--- src/rtl/jtopl_pkg.sv ---
// Shared OPL constants, the per-operator parameter record and its write-merge helper.
// Latency: none (declarations only).
// Backpressure: none.
package jtopl_pkg;

  localparam int SLOTS_DEF  = 18;
  localparam int AM_DIV_DEF = 104;

  // wr_sel field codes
  localparam logic WR_SEL_LVL = 1'b0;  // {ksl[7:6], tl[5:0]}
  localparam logic WR_SEL_AM  = 1'b1;  // amsen in bit 0

  typedef struct packed {
    logic       amsen;
    logic [1:0] ksl;
    logic [5:0] tl;
  } op_prm_t;

  // Merge one register write into a stored entry; the unselected field is kept.
  function automatic op_prm_t prm_write(op_prm_t cur, logic sel, logic [7:0] d);
    op_prm_t nxt;
    nxt = cur;
    case (sel)
      WR_SEL_LVL: begin
        nxt.ksl = d[7:6];
        nxt.tl  = d[5:0];
      end
      WR_SEL_AM: nxt.amsen = d[0];
    endcase
    return nxt;
  endfunction

endpackage

--- src/rtl/jtopl_am_lfo.sv ---
// AM LFO: round prescaler dividing slot rounds by AM_DIV, then a 7-bit phase counter.
// Latency: lfo_mod steps on the same edge as the qualifying round wrap.
// Backpressure: none; advances only on cen edges, lfo_hold overrides cen.
module jtopl_am_lfo
  import jtopl_pkg::*;
#(
  parameter int AM_DIV = AM_DIV_DEF
) (
  input  logic       clk,
  input  logic       rst_n,
  input  logic       cen,
  input  logic       round_wrap,
  input  logic       lfo_hold,
  output logic [6:0] lfo_mod
);

  localparam int PW = (AM_DIV > 1) ? $clog2(AM_DIV) : 1;

  logic [PW-1:0] presc;
  logic          presc_top;

  assign presc_top = (presc == PW'(AM_DIV - 1));

  // Count rounds; every AM_DIV-th wrap bumps the phase (mod 128). Hold pins both to zero.
  always_ff @(posedge clk or negedge rst_n) begin
    if (!rst_n) begin
      presc   <= '0;
      lfo_mod <= '0;
    end else if (lfo_hold) begin
      presc   <= '0;
      lfo_mod <= '0;
    end else if (cen && round_wrap) begin
      if (presc_top) begin
        presc   <= '0;
        lfo_mod <= lfo_mod + 7'd1;
      end else begin
        presc <= presc + 1'b1;
      end
    end
  end

endmodule

--- src/rtl/jtopl_eg_sched.sv ---
// Operator slot sequencer: per-slot tl/ksl/amsen store, registered presentation, AM LFO.
// Latency: one cen edge from slot counter to outputs; writes visible on the next visit.
// Backpressure: none; cen stalls sequencing, register writes are always accepted.
module jtopl_eg_sched
  import jtopl_pkg::*;
#(
  parameter int SLOTS  = SLOTS_DEF,
  parameter int AM_DIV = AM_DIV_DEF
) (
  input  logic       rst_n,
  input  logic       clk,
  input  logic       cen,
  input  logic       wr_en,
  input  logic [4:0] wr_slot,
  input  logic       wr_sel,
  input  logic [7:0] wr_data,
  input  logic       lfo_hold,
  output logic [4:0] slot,
  output logic [5:0] tl,
  output logic [1:0] ksl,
  output logic       amsen,
  output logic [6:0] lfo_mod,
  output logic       zero
);

  logic [4:0] cnt;
  logic       last_slot;
  logic       wr_ok;
  op_prm_t    prm_mem [SLOTS];
  op_prm_t    cur_prm;

  assign last_slot = (cnt == 5'(SLOTS - 1));
  assign wr_ok     = wr_en && (int'(wr_slot) < SLOTS);
  assign cur_prm   = prm_mem[cnt];

  // Slot counter: 0..SLOTS-1 on cen edges, wrapping back to 0.
  always_ff @(posedge clk or negedge rst_n) begin
    if (!rst_n) begin
      cnt <= '0;
    end else if (cen) begin
      cnt <= last_slot ? 5'd0 : cnt + 5'd1;
    end
  end

  // Parameter store: written on any edge, out-of-range slots dropped.
  always_ff @(posedge clk or negedge rst_n) begin
    if (!rst_n) begin
      for (int i = 0; i < SLOTS; i++) prm_mem[i] <= '0;
    end else if (wr_ok) begin
      prm_mem[wr_slot] <= prm_write(prm_mem[wr_slot], wr_sel, wr_data);
    end
  end

  // Present the current slot; reading the array before the write lands gives old data on a same-edge hit.
  always_ff @(posedge clk or negedge rst_n) begin
    if (!rst_n) begin
      slot  <= '0;
      tl    <= '0;
      ksl   <= '0;
      amsen <= 1'b0;
      zero  <= 1'b0;
    end else if (cen) begin
      slot  <= cnt;
      tl    <= cur_prm.tl;
      ksl   <= cur_prm.ksl;
      amsen <= cur_prm.amsen;
      zero  <= (cnt == 5'd0);
    end
  end

  jtopl_am_lfo #(
    .AM_DIV(AM_DIV)
  ) u_am_lfo (
    .clk       (clk),
    .rst_n     (rst_n),
    .cen       (cen),
    .round_wrap(last_slot),
    .lfo_hold  (lfo_hold),
    .lfo_mod   (lfo_mod)
  );

endmodule

--- config.mk ---
export PLATFORM = sky130hd
export DESIGN_NAME = jtopl_eg_sched
export DESIGN_NICKNAME = d
export VERILOG_FILES = /design/src/rtl/jtopl_pkg.sv /design/src/rtl/jtopl_am_lfo.sv /design/src/rtl/jtopl_eg_sched.sv
export SDC_FILE = /design/constraint.sdc
export NUM_CORES = 1
export LEC_CHECK = 0
export ABC_AREA = 0
export BUFFER_PORTS_ARGS = -buffer_cell sky130_fd_sc_hd__buf_2
export CORE_MARGIN = 4
export CORE_UTILIZATION = 60
export CTS_BUF_LIST = sky130_fd_sc_hd__clkbuf_8
export DETAILED_ROUTE_END_ITERATION = 8
export GPL_TIMING_DRIVEN = 0
export PLACE_DENSITY = 0.88
export SLEW_MARGIN = 20
export SYNTH_ARGS = -nofsm -noshare
export SYNTH_HDL_FRONTEND = slang
export SYNTH_SLANG_ARGS = --single-unit
--- constraint.sdc ---
create_clock -name clk -period 3.6 [get_ports clk]
set_input_delay 0.36 -clock clk [delete_from_list [all_inputs] [get_ports clk]]
set_output_delay 0.36 -clock clk [all_outputs]
set_load 0.005 [all_outputs]
-- Word-level counts from Yosys, hierarchy flattened
Cells that the tools add are included.
Widths: inputs -> output; s select.
- register bits after elaboration: 196
- bits in latches: 0
- memory bits (writable): 0
- memory bits (read-only): 0
- logic and storage cells: 100
- memories kept: 0
- add/sub/neg operators: 3
- multiply operators: 0
- div/mod/pow operators: 0
- $lt $le $gt $ge: 4
- eq/ne operators: 2
- shift-type cells: 0
- mux-type cells: 20
- bitwise operators: 2
- reduce and logical (&&, ||, !) cells: 7
- operator list (cell ; count):
    $bwmux 162 ; 1
    $bmux 9 s5 ; 2
    $demux 9 s5 ; 1
    $mux 9 ; 5
    $mux 7 ; 6
    $mux 8 ; 2
    $add 7x1->7 const B ; 2
    $ge 6x6->1 const B ; 2
    $not 5->6 ; 2
    $eq 7x7->1 const B ; 1
    $lt 6x1->1 const B ; 1
    $add 5x1->5 const B ; 1
    $eq 5x5->1 const B ; 1
    $logic_not 5->1 ; 1
    $lt 5x5->1 const B ; 1
    $mux 5 ; 1
    $reduce_bool 2->1 ; 2
    $logic_and 1x1->1 ; 3
    $mux 1 ; 2
    $reduce_and 2->1 ; 1

-- Logic depth before layout (Yosys ltp)
- word-level depth: 7
- gate-level depth with buffers: 9

-- By module
From an unflattened synthesis, not the netlist that was laid out.
- cell total of the unflattened synthesis: 995
- area, all modules: 11557.3 µm²
- by module, submodules not included (module ; times used ; cells an instance ; area an instance (µm²) ; sequential area each (µm²)):
    jtopl_eg_sched ; 1 ; 908 ; 10716.5 ; 4554.4
    jtopl_am_lfo ; 1 ; 87 ; 840.8 ; 350.3

-- Worst setup path after synthesis
OpenSTA, ideal clock, no wires.
- path type: input to register
- from: input wr_slot[1]
- to: register prm_mem[15] in the netlist's numbering
- setup time: 0.128 ns
- arrival: 2.009 ns
- required time: 3.472 ns
- setup slack: 1.463 ns
- stages on the path: 7
- path through: buf_2 > buf_1 > mux4_2 > a211oi_2 > a21oi_4 > buf_6 > mux2_1
- word-level cells in the longest chain between the ends: 7
- elaborated cells on any way between the ends: 14
- those cells by class: 3 x order compare; 8 x mux; 1 x bitwise; 2 x reduce/logical
- ends and longest elaborated chain (element ; line ; source):
    start, declared ; jtopl_eg_sched.sv:14 ; input logic [4:0] wr_slot,
    $not 5->6 (implied by the code) ; jtopl_eg_sched.sv:50 ; prm_mem[wr_slot] <= prm_write(prm_mem[wr_slot], wr_sel, wr_data);
    $bmux 9 s5 ; jtopl_eg_sched.sv:50 ;
    $mux 9 (implied by the code) (2 in series) ; jtopl_eg_sched.sv:50 ;
    $mux 8 ; jtopl_pkg.sv:23 ; case (sel)
    $mux 8 ; jtopl_eg_sched.sv:49 ; end else if (wr_ok) begin
    $bwmux 162 ; jtopl_eg_sched.sv:50 ;
    end signal, assigned by index ; jtopl_eg_sched.sv:50 ;
    end, declared ; jtopl_eg_sched.sv:29 ; op_prm_t prm_mem [SLOTS];
Several ways; a longest one is shown, not always the timed one. The select of a mux whose other input is x is not followed.
A chain may end at the register's enable or synchronous reset.

-- Worst setup path after layout
- from: register cnt[0]
- to: register tl[4]
- word-level cells in the longest chain between the ends: 4
- ends and longest elaborated chain (element ; line ; source):
    start, declared ; jtopl_eg_sched.sv:26 ; logic [4:0] cnt;
    start signal, assigned ; jtopl_eg_sched.sv:41 ; cnt <= last_slot ? 5'd0 : cnt + 5'd1;
    $not 5->6 (implied by the code) ; jtopl_eg_sched.sv:34 ; assign cur_prm = prm_mem[cnt];
    $bmux 9 s5 ; jtopl_eg_sched.sv:34 ;
    $mux 9 (implied by the code) (2 in series) ; jtopl_eg_sched.sv:34 ;
    end signal, assigned ; jtopl_eg_sched.sv:64 ; tl <= cur_prm.tl;
    end, declared ; jtopl_eg_sched.sv:19 ; output logic [5:0] tl,
Every way passes these cells. The select of a mux whose other input is x is not followed.

==> reports/results.ini <==
[status]
status=complete, no violations

[cells_and_area]
multi_input_area_um2=5310
nets=898
area_growth_pct=8.76
drive_above_1_share=0.387
instances_no_fill=1112
num-fill-cells=1238
regArea_um2=4900
diodes=0

[die]
core_area_um2=17300
die_area_um2=19800
die_h_um=141
start_util=0.611
rows=48
die_w_um=141
num_io_pins=41

[synth]
syn_area_per_cell_um2=13.0
synthSimpleGateAreaFrac=0.0673
yosys_warnings=0
syn_nets=837
synth_compound_area_frac=0.0752
synthMuxAreaShare=0.346
synth_edf_count=0
synthCells=813
synthFlopType=dfrtp_1
synth_fa_ha_area_frac=0.00592
ys_ff_latch=196
synth_top_family_by_area=multiplexers
synthDistinctLibCells=50
synth_area_um2=10600
async_reset_ff_frac=1.00
ys_seq_area_frac=0.464
synthXorXnorAreaFrac=0.00829

[sta]
fin_hold_ws_ps=257
hold_viol=0
setup_tns_ps=0
period_share=0.847
drv_slew=0
tightest_slew_ps=1090
setup-violations-final=0
slew-limit-headroom=0.266
rsz0062_at_grt=false
fmax_ghz=0.328
clock_skew_ps=16.6
fin_crit_ps=3050

[clocking]
cts_buffers=17
root_buffer=clkbuf_8
cts_resized=0
ctsLongestPathBuffers=2
htree_levels=4
clkTransAtPathRegs_ps=100
insertion_delay_ps=490
clock-sinks=196
cts_tree=done

[placement]
hpwl_um=19100
gp_congestion=0.960
placed_cells=1079
numPortBuffers=39

[worst_setup_path]
cp-start-kind=flip-flop
crit_path_end_kind=flip-flop
path_class=flip-flop to flip-flop
setup.worst_path.start=cnt[0]
crit_fanout=10
timing.rr.start=cnt[0]
critical_path_required_ps=3950
crit_arrival_ps=3400

[detailed_routing]
wl_met1_um=11100
wl_met3_um=2240
drc=0
wirelength_um=28000
drtIter0Drc=762
vias=7408
dr.pass1.iters=5
route.met2.wl_um=13500
viasPerCell=6.66
highest_layer=met4
wl_per_cell_um=25.1
ant_nets=0

[global_route]
grt_pass1_vias=7565
grt_pass1_wl_um=43300
antenna_found_initial=0
grt_max_degree=82
grt_overflow=0
grt.total_usage=0.291

[pwr]
peakVddDrop_mv=0.463
leakage_nw=5.17
total_power_w=0.00630
power_density_nw_per_um2=548

[job]
maxCapViolCount=0

[worst_hold_path]
hold_path_class=primary input to flip-flop
worstHoldStart=lfo_hold

cell usage after synthesis (all sizes together) (10+ instances only):
master / n / area share
dfrtp: 196 / 0.46
mux2: 177 / 0.19
nand2: 66 / 0.023
mux2i: 64 / 0.061
a21oi: 49 / 0.033
mux4: 45 / 0.096
nor2: 34 / 0.012
buf: 32 / 0.023
clkbuf: 26 / 0.0094
a211oi: 17 / 0.016
nand3: 14 / 0.0066
o21ai: 14 / 0.0066
a22oi: 10 / 0.0071
critical path: stages, from the launching register on:
cell	delay [ps]
dfrtp_1	460
buf_2	430
buf_2	450
buf_2	420
mux2_2	380
a211oi_1	610
a21oi_1	150
cells in the final DEF (no fill, tap or decap), types with 8 or more instances in the layout:
cell      count
dfrtp_1     196
mux2_2      173
nand2_1      66
mux2i_1      64
buf_2        49
mux4_2       44
a21oi_1      40
nor2_1       33
clkbuf_1     25
clkbuf_8     21
nand3_1      14
buf_6        12
a22oi_1      10
a21oi_4       9
a211oi_1      9
xor2_1        9
o22ai_1       8
o21ai_1       8
a211oi_2      8
cells by family after synthesis:
family / after synthesis
flops: 196
mux: 286
compound gates: 105
buf+inv: 61
simple gates: 150
fa+ha+maj: 5
xor+xnor: 10
per-layer routing:
layer,track usage,up-vias
met5,0,-
met4,0.137,0
met3,0.0648,100
met2,0.466,394
met1,0.381,3777
li1,-,3137
what timing repair did:
action                    CTS  global route
hold endpoints to repair   48             0
buffers inserted            0             0
hold buffers                1             0
sequential cells by signal, summed over array words and instances (netlist names):
register and cells:
amsen 1, cnt 5, ksl 2, prm_mem 162, slot 5, tl 6
u_am_lfo.lfo_mod 7, u_am_lfo.presc 7, zero 1
report_power, final:
group	total (W)	internal, W	switching, W
registers	0.00295	0.00263	0.000323
logic	0.00196	0.000927	0.00104
clock network	0.00138	0.000611	0.000771
total	0.00630	0.00417	0.00213
cell type report:
type	instances	area share
Clock inverter	11	0.00740
Clock buffer	21	0.0252
Buffer	58	0.0297
Multi-Input combinational cell	556	0.462
Sequential cell	196	0.427
Inverter	3	0.000980
Tap cell	225	0.0245
Timing Repair Buffer	42	0.0235
final timing paths:
| path | to | slack, ps | depth (start not counted) |
|---|---|---|---|
| min | u_am_lfo.lfo_mod[1] | 260 | 3 |
| max in group asynchronous | prm_mem[130] | 2190 | 4 |
| max reg2reg | tl[4] | 550 | 6 |
| max | tl[4] | 550 | 6 |
| min reg2reg | slot[4] | 510 | 1 |
| min in group asynchronous | slot[3] | 340 | 2 |
metrics by stage:
stage / setup WS (ps) / area [um2] / util
after floorplan: 1460 / 10600 / -
after global placement: -976 / 11000 / 0.638
after detailed placement: 727 / 11100 / 0.642
after CTS: 698 / 11500 / 0.664
after global routing: 404 / 11500 / 0.664
final: 549 / 11500 / 0.664
No activity file was read; power rests on OpenSTA's default activity.
